`src/rtl/pipe_collision_score.sv`:
```
// Bird/pipe and bird/floor/ceiling collision detection plus BCD game scoring.
// Stage 1 registers the per-cycle hit and pass events; stage 2 runs the game FSM and score.
module pipe_collision_score #(
    parameter int unsigned BIRD_X   = 100,
    parameter int unsigned BIRD_W   = 20,
    parameter int unsigned BIRD_H   = 20,
    parameter int unsigned PIPE_W   = 50,
    parameter int unsigned GAP_H    = 120,
    parameter int unsigned SCREEN_H = 480
) (
    input  logic        Clk,
    input  logic        Reset,
    input  logic        Start,
    input  logic [9:0]  BirdPosY,
    input  logic [9:0]  PipePosXA,
    input  logic [9:0]  PipePosYA,
    input  logic [9:0]  PipePosXB,
    input  logic [9:0]  PipePosYB,
    output logic        Lost,
    output logic        Playing,
    output logic [15:0] Score,
    output logic [15:0] HighScore
);

    typedef enum logic [2:0] {
        StIdle = 3'b001,
        StPlay = 3'b010,
        StDead = 3'b100
    } state_e;

    localparam logic [10:0] BirdLeft  = 11'(BIRD_X);
    localparam logic [10:0] BirdRight = 11'(BIRD_X + BIRD_W);
    localparam logic [10:0] BirdH     = 11'(BIRD_H);
    localparam logic [10:0] PipeW     = 11'(PIPE_W);
    localparam logic [10:0] GapH      = 11'(GAP_H);
    localparam logic [10:0] ScreenH   = 11'(SCREEN_H);

    state_e      state_q, state_d;
    logic        hit_q, hit_d;
    logic [1:0]  pass_q, pass_d;
    logic [1:0]  arm_q, arm_d;
    logic [15:0] score_q, score_d;
    logic [15:0] high_q, high_d;

    // Index 1 is pipe A, index 0 is pipe B, so pass vectors read {passA, passB}.
    logic [1:0][10:0] pipe_x;
    logic [1:0][10:0] pipe_y;
    logic [10:0]      bird_top;
    logic [10:0]      bird_bot;
    logic [1:0]       hov;
    logic [1:0]       safe;
    logic [1:0]       pass_now;
    logic             boundary;
    logic             hit_now;

    assign pipe_x[1] = {1'b0, PipePosXA};
    assign pipe_y[1] = {1'b0, PipePosYA};
    assign pipe_x[0] = {1'b0, PipePosXB};
    assign pipe_y[0] = {1'b0, PipePosYB};
    assign bird_top  = {1'b0, BirdPosY};
    assign bird_bot  = bird_top + BirdH;
    assign boundary  = (BirdPosY == 10'd0) || (bird_bot >= ScreenH);

    // Stage 1 geometry: all sums kept in 11 bits so nothing wraps near the screen edges.
    always_comb begin
        hit_now = boundary;
        for (int p = 0; p < 2; p++) begin
            hov[p]      = (pipe_x[p] < BirdRight) && ((pipe_x[p] + PipeW) > BirdLeft);
            safe[p]     = (bird_top >= pipe_y[p]) && (bird_bot <= (pipe_y[p] + GapH));
            pass_now[p] = arm_q[p] && ((pipe_x[p] + PipeW) <= BirdLeft);
            hit_now     = hit_now | (hov[p] & ~safe[p]);
            // Arm clears on the counted pass and re-arms once the pipe is back right of the bird.
            if (pass_now[p]) begin
                arm_d[p] = 1'b0;
            end else if (pipe_x[p] >= BirdRight) begin
                arm_d[p] = 1'b1;
            end else begin
                arm_d[p] = arm_q[p];
            end
        end
    end

    function automatic logic [15:0] bcd_inc(input logic [15:0] v);
        logic [15:0] r;
        logic        carry;
        r     = v;
        carry = 1'b1;
        if (v != 16'h9999) begin
            for (int d = 0; d < 4; d++) begin
                if (carry) begin
                    if (r[4*d +: 4] == 4'd9) begin
                        r[4*d +: 4] = 4'd0;
                    end else begin
                        r[4*d +: 4] = r[4*d +: 4] + 4'd1;
                        carry       = 1'b0;
                    end
                end
            end
        end
        return r;
    endfunction

    logic [15:0] score_one;
    logic [15:0] score_two;
    logic        flush;
    logic        end_game;

    // Stage 2: game FSM and score act on the registered events.
    always_comb begin
        score_one = pass_q[1] ? bcd_inc(score_q) : score_q;
        score_two = pass_q[0] ? bcd_inc(score_one) : score_one;
        state_d   = state_q;
        score_d   = score_q;
        high_d    = high_q;
        flush     = 1'b0;
        end_game  = 1'b0;
        unique case (state_q)
            StIdle: begin
                if (Start) begin
                    state_d = StPlay;
                    score_d = '0;
                    flush   = 1'b1;
                end
            end
            StPlay: begin
                if (!Start) begin
                    state_d  = StIdle;
                    end_game = 1'b1;
                end else if (hit_q) begin
                    state_d  = StDead;
                    end_game = 1'b1;
                end else begin
                    score_d = score_two;
                end
            end
            StDead: begin
                if (!Start) begin
                    state_d = StIdle;
                end
            end
            default: state_d = StIdle;
        endcase
        // BCD digits order the same way as binary, so a plain compare picks the best score.
        if (end_game && (score_q > high_q)) begin
            high_d = score_q;
        end
        hit_d  = flush ? 1'b0 : hit_now;
        pass_d = flush ? 2'b00 : pass_now;
    end

    always_ff @(posedge Clk) begin
        if (Reset) begin
            state_q <= StIdle;
            hit_q   <= 1'b0;
            pass_q  <= 2'b00;
            arm_q   <= 2'b00;
            score_q <= '0;
            high_q  <= '0;
        end else begin
            state_q <= state_d;
            hit_q   <= hit_d;
            pass_q  <= pass_d;
            arm_q   <= arm_d;
            score_q <= score_d;
            high_q  <= high_d;
        end
    end

    assign Lost      = (state_q == StDead);
    assign Playing   = (state_q == StPlay);
    assign Score     = score_q;
    assign HighScore = high_q;

endmodule

```
`config.mk`:
```
export PLATFORM = sky130hd
export DESIGN_NAME = pipe_collision_score
export DESIGN_NICKNAME = d
export VERILOG_FILES = /design/src/rtl/pipe_collision_score.sv
export SDC_FILE = /design/constraint.sdc
export NUM_CORES = 1
export LEC_CHECK = 0
export CORE_MARGIN = 3
export CORE_UTILIZATION = 34
export CTS_BUF_LIST = sky130_fd_sc_hd__clkbuf_8
export DETAILED_ROUTE_END_ITERATION = 6
export PLACE_DENSITY = 0.58
export SETUP_SLACK_MARGIN = 0.15
export SYNTH_ARGS = -nofsm -noshare
export SYNTH_HDL_FRONTEND = slang
export SYNTH_SLANG_ARGS = --single-unit
```
`constraint.sdc`:
```
create_clock -name Clk -period 4.3 [get_ports Clk]
set_input_delay 0.645 -clock Clk [delete_from_list [all_inputs] [get_ports Clk]]
set_output_delay 0.645 -clock Clk [all_outputs]
set_load 0.02 [all_outputs]
```
## Yosys cells after proc, flatten, opt, wreduce, memory -nomap -nowiden

Index checks and enable logic that the tools add are counted.

| storage, ports and cells | value |
|---|---|
| bits of input ports | 53 |
| register bits | 40 |
| output and inout bits | 34 |
| word-level logic and storage cells | 121 |

| cells by class | value |
|---|---|
| add/sub/neg operators | 13 |
| multiplexer cells | 48 |
| bitwise gates (word level) | 6 |
| equality and inequality tests | 18 |
| reductions and logical operators | 15 |
| $lt $le $gt $ge | 14 |

Operators by type and width:

| cell | count |
|---|---|
| 16-bit 2-to-1 mux | 7 |
| 4-bit 2-to-1 mux | 14 |
| 4-bit by 1-bit adder with 4-bit output, second input constant | 8 |
| 4-bit equality test, second input constant | 8 |
| 16-bit inequality test, second input constant | 2 |
| 16-bit one-hot mux with 2 select lines | 1 |
| 10-bit by 6-bit adder with 11-bit output, second input constant | 2 |
| 10-bit by 7-bit adder with 11-bit output, second input constant | 2 |
| 11-bit by 7-bit > comparator with 1-bit output, second input constant | 2 |
| 11-bit less-or-equal comparator | 2 |
| 11-bit by 7-bit less-or-equal comparator with 1-bit output, second input constant | 2 |
| 1-bit 2-to-1 mux | 21 |
| 10-bit >= comparator | 2 |
| 10-bit by 7-bit >= comparator with 1-bit output, second input constant | 2 |
| 10-bit by 7-bit less-than comparator with 1-bit output, second input constant | 2 |
| 16-bit > comparator | 1 |
| 3-bit 2-to-1 mux | 4 |
| 10-bit by 5-bit adder with 11-bit output, second input constant | 1 |
| 11-bit by 9-bit >= comparator with 1-bit output, second input constant | 1 |
| 10-bit zero test | 1 |
| 3-bit one-hot mux with 3 select lines | 1 |
| 2-bit inequality test, second input constant | 4 |
| 1-bit logical AND | 7 |
| 2-bit OR reduction | 3 |
| 11 further kinds | 14 |

## Depth between registers and ports, before layout

| logic depth | value |
|---|---|
| depth after elaboration | 23 |
| gate-level depth with buffers | 15 |
| mapped depth without buffers | 14 |

## Worst setup path after synthesis

OpenSTA, ideal clock, no wires.

| path | value |
|---|---|
| path kind | flip-flop to flip-flop |
| from | register score_q[0], in the netlist Score[0] |
| to | register score_q[6], in the netlist Score[6] |
| data arrival time | 2.665 ns |
| period minus slack after synthesis | 2.795 ns |
| path buffers | 2 |
| stages on the path, launching flop included | 14 |
| data required time | 4.170 ns |
| setup time | 0.130 ns |
| setup slack | 1.505 ns |
| path through | dfxtp_1 ha_1 and4b_1 buf_6 nand2_1 nor2_1 mux2_2 ha_1 nand2_1 o311a_1 buf_6 nand2_1 a221oi_2 a211oi_2 |

| on the way | value |
|---|---|
| cells in the longest elaborated chain, start to end | 16 |
| elaborated cells between the ends (all ways) | 28 |
| those cells by class | add/sub (2); eq/ne (5); mux (21) |

RTL lines:

| element | line | source |
|---|---|---|
| from (decl) | 42 | `logic [15:0] score_q, score_d;` |
| from (signal assigned) | 164 | `score_q <= score_d;` |
| 4-bit equality test | 91 | `if (r[4*d +: 4] == 4'd9) begin` |
| 1-bit 2-to-1 mux | 91 |  |
| 1-bit 2-to-1 mux | 88 | `if (v != 16'h9999) begin` |
| 1-bit 2-to-1 mux | 90 | `if (carry) begin` |
| 1-bit 2-to-1 mux | 88 |  |
| 1-bit 2-to-1 mux | 90 |  |
| 1-bit 2-to-1 mux | 88 |  |
| 4-bit 2-to-1 mux | 90 |  |
| 16-bit 2-to-1 mux | 88 |  |
| 16-bit 2-to-1 mux * | 110 | `score_one = pass_q[1] ? bcd_inc(score_q) : score_q;` |
| 16-bit inequality test | 88 |  |
| 16-bit 2-to-1 mux | 88 |  |
| 16-bit 2-to-1 mux * | 111 | `score_two = pass_q[0] ? bcd_inc(score_one) : score_one;` |
| 16-bit 2-to-1 mux * | 129 | `end else if (hit_q) begin` |
| 16-bit 2-to-1 mux * | 126 | `if (!Start) begin` |
| 16-bit one-hot mux with 2 select lines * | 117 | `unique case (state_q)` |

Mark *: on every way between the ends. The rest lies on a longest branch, timed or not. The select of a mux whose other input is x is not followed.
A chain may end at the register's enable or synchronous reset.

## Worst setup path in the final report

| path | value |
|---|---|
| from | register score_q[1], in the netlist Score[1] |
| to | register score_q[6], in the netlist Score[6] |

Same word-level chain as after synthesis.

==> flow_summary_export.csv <==
group,metric,value,unit
die,die_y,122,um
setup_path,critical_path_class,"flop to flop",
finish,final_layout_size_suffix_gt1_share,5.22,%
setup_path,start_kind,"flop",
worst_hold_path,hold_depth,1,
cts,clk_latency,300,ps
placement,dp_worst_setup_slack,1080,ps
placement,dp_hpwl,10300,um
placement,portBuffers,86,
setup_path,cp_common_cell,"nand2_1",
global_routing,grt_use_met2,31.3,%
yosys,yosys_warnings,0,
global_routing,grtUsageTotal,17.0,%
finish,antenna_cells,0,
sta,worst_pin_slew,1190,ps
global_routing,grt.busiest_layer,"met2",
setup_path,rr_endpoint,"Score[6]",
global_routing,grt_pass1_wl,21000,um
setup_path,crit_family,"simple AND/OR/NAND/NOR gates",
finish,final_common_cell,"clkdlybuf4s50_1",
global_routing,antenna_found_initial,0,
yosys,synth.distinct_cells,80,
sta,relSlewSlack,20.4,%
cts,clk_pin_slew,80,ps
sta,hold_ws,470,ps
setup_path,r2r_slack,1020,ps
yosys,synthTopCellsByArea,"ha_1 19%, dfxtp_1 17%, nand2_1 6.9%",
finish,layout_common_cells,"86 x clkdlybuf4s50_1, 84 x nand2_1, 70 x ha_1, 56 x inv_1, 40 x dfxtp_1",
worst_hold_path,min_to,"arm_q[0]",
yosys,synthArstFlopShare,0,%
global_routing,grt_remaining_overflow,0,
sta,period_minus_slack,3280,ps
setup_path,worstPathMaxFanout,9,
job,cap_violations,0,
sta,period_share,76.3,%
setup_path,cpMaxStageDelayCell,"and4b_1",
setup_path,cpPeakStageDelay,440,ps
pwr,irDropWorstVdd,0.0945,mV
cts,postCtsSetupBuffers,0,
worst_hold_path,worstHoldPathType,"flop to flop",
pwr,p_leak,2.23,nW
setup_path,r2r-start,"Score[1]",
cts,cts.hold.buffers_added,0,
die,fp.dieArea,14900,um^2
sta,layout_setup_ws,1020,ps
die,io_pins,87,
die,core,12900,um^2
routing,drt-initial-drc-count,348,
routing,wl,12700,um
setup_path,cp.depth,13,
sta,rsz0062_at_grt,"no",
cts,cts_tree,"done",
sta,hold_violations,0,
setup_path,worstPathArrival,3450,ps
die,start_util,35.5,%
yosys,syn_area_per_cell,7.81,um^2
setup_path,critical_path.cell_chain,"buf_4 -> inv_1 -> ha_1 -> and4b_1 -> nand2_1 -> nor2_1 -> mux2_2 -> ha_1 -> nand2_1 -> o311a_1 -> nand2_1 -> a221oi_2 -> a211oi_2",
worst_hold_path,hold_start,"arm_q[0]",
routing,vias,4463,
yosys,synth_fp_nets,711,
routing,vias_per_cell,5.29,
cts,htree_levels,2,
sta,setup_violations,0,
pwr,power_per_cell_area,157,nW/um^2
sta,max_freq,305,MHz
die,die_w,122,um
yosys,synth_seq_cells,40,
cts,cts_resized,0,
finish,nFillCells,1330,
setup_path,worstPathRequired,4470,ps
routing,wl_per_cell,15.0,um
finish,seqCellArea,801,um^2
yosys,yosys.area.top_type,"ha_1",
finish,multi_input_area,3500,um^2
global_routing,grt_start_max_net_pins,38,
sta,slew_viol_final,0,
setup_path,r2r_cells,13,
outcome,status,"completed",
setup_path,critical_path_buf_inv_count,2,
yosys,netlist_area,4590,um^2
cts,cts.sinks,40,
cts,cts_made_buffers,5,
yosys,syn_inst,588,
yosys,synth_seq_area_share,17.4,%
global_routing,first_global_vias,4457,
global_routing,use_met3,1.94,%
cts,root_buffer,"clkbuf_8",
finish,area_delta_synth_final,24.3,%
global_routing,met1_usage,20.6,%
finish,fin_nets,793,
yosys,synth_edf_count,0,
sta,fin_worst_skew,10.4,ps
cts,cts.path.max_buffers,2,
setup_path,worstSetupEndpointType,"flop",
routing,detail_route.first_pass.iterations,4,
routing,detail-route-antenna-nets,0,
placement,gp_congestion,0.847,
routing,drcViolationCount,0,
yosys,synthFlopType,"dfxtp_1",
die,rows,41,
sta,setup-tns-final,0,ps
yosys,yosysTopAreaCellShare,19.1,%
[registers in the layout, summed over array words and instances, names as in the netlist]
signal	flops
HighScore	16
Score	16
arm_q	2
hit_q	1
pass_q	2
state_q	3
[through the flow]
| step | instance area [um^2] | util (%) | instances | total power [mW] |
|---|---|---|---|---|
| 5_1_grt | 5710 | 44.2 | 843 | 0.957 |
| 4_1_cts | 5710 | 44.2 | 843 | 0.911 |
| 3_3_place_gp | 5620 | 43.4 | 835 | 0.627 |
| 6_report | 5710 | 44.2 | 843 | 0.897 |
| 2_1_floorplan | 4590 | - | 588 | 0.531 |
| 3_5_place_dp | 5620 | 43.4 | 835 | 0.636 |
[where the power goes]
| group | switching [mW] | internal, mW |
|---|---|---|
| clock | 0.142 | 0.128 |
| combinational | 0.128 | 0.120 |
| sequential | 0.00442 | 0.374 |
| total | 0.274 | 0.623 |
[routing by layer]
layer	vias up	share of wire (%)	routed length [um]
met1	2081	44	5540
met2	90	51	6420
li1	2273	-	-
met3	19	3.2	408
met4	0	2.4	309
met5	-	0	0
[Yosys cell counts (all sizes together), types with 3 or more instances]
| cell type | count |
|---|---|
| o211ai | 6 |
| and3b | 3 |
| nand2 | 84 |
| and2 | 3 |
| o21a | 5 |
| xnor2 | 20 |
| dfxtp | 40 |
| inv | 56 |
| buf | 6 |
| nor2b | 9 |
| a211oi | 7 |
| a21o | 7 |
| nand3 | 19 |
| and3 | 5 |
| clkbuf | 9 |
| xor2 | 9 |
| ha | 70 |
| mux2i | 22 |
| nand3b | 3 |
| nor3b | 4 |
| nor2 | 30 |
| a21oi | 25 |
| o31a | 3 |
| nand2b | 11 |
| nand4b | 3 |
| nand4 | 16 |
| a31oi | 7 |
| o21bai | 3 |
| o21ai | 41 |
| nor4 | 6 |
| a221oi | 4 |
| nor3 | 13 |
[kinds of logic after synthesis]
| kind of cell | count (synthesis) | synth area share, % |
|---|---|---|
| AOI/OAI and AO/OA | 134 | 20.4 |
| xor gates and xnor gates | 29 | 5.53 |
| adders and majority gates | 70 | 19.1 |
| buffers and inverters | 71 | 6.40 |
| DFF | 40 | 17.4 |
| muxes | 23 | 5.31 |
| and+or+nand+nor | 221 | 25.9 |
[worst max path at each step]
stage	from	to	slack, ps
after global routing	Score[1]	Score[6]	780
after global placement	BirdPosY[2]	hit_q	1100
final	Score[1]	Score[6]	1020
after CTS	Score[1]	Score[6]	1050
after detailed placement	BirdPosY[2]	hit_q	1080
after floorplan	Score[0]	Score[6]	1510
[layout make-up]
class | count | share of cell area [%]
Inverter | 56 | 3.68
Timing Repair Buffer | 90 | 15.6
Clock buffer | 6 | 1.45
Multi-Input combinational cell | 477 | 61.3
Sequential cell | 40 | 14.0
Clock inverter | 2 | 0.197
Tap cell | 172 | 3.77
(Power assumes the default switching activity.)
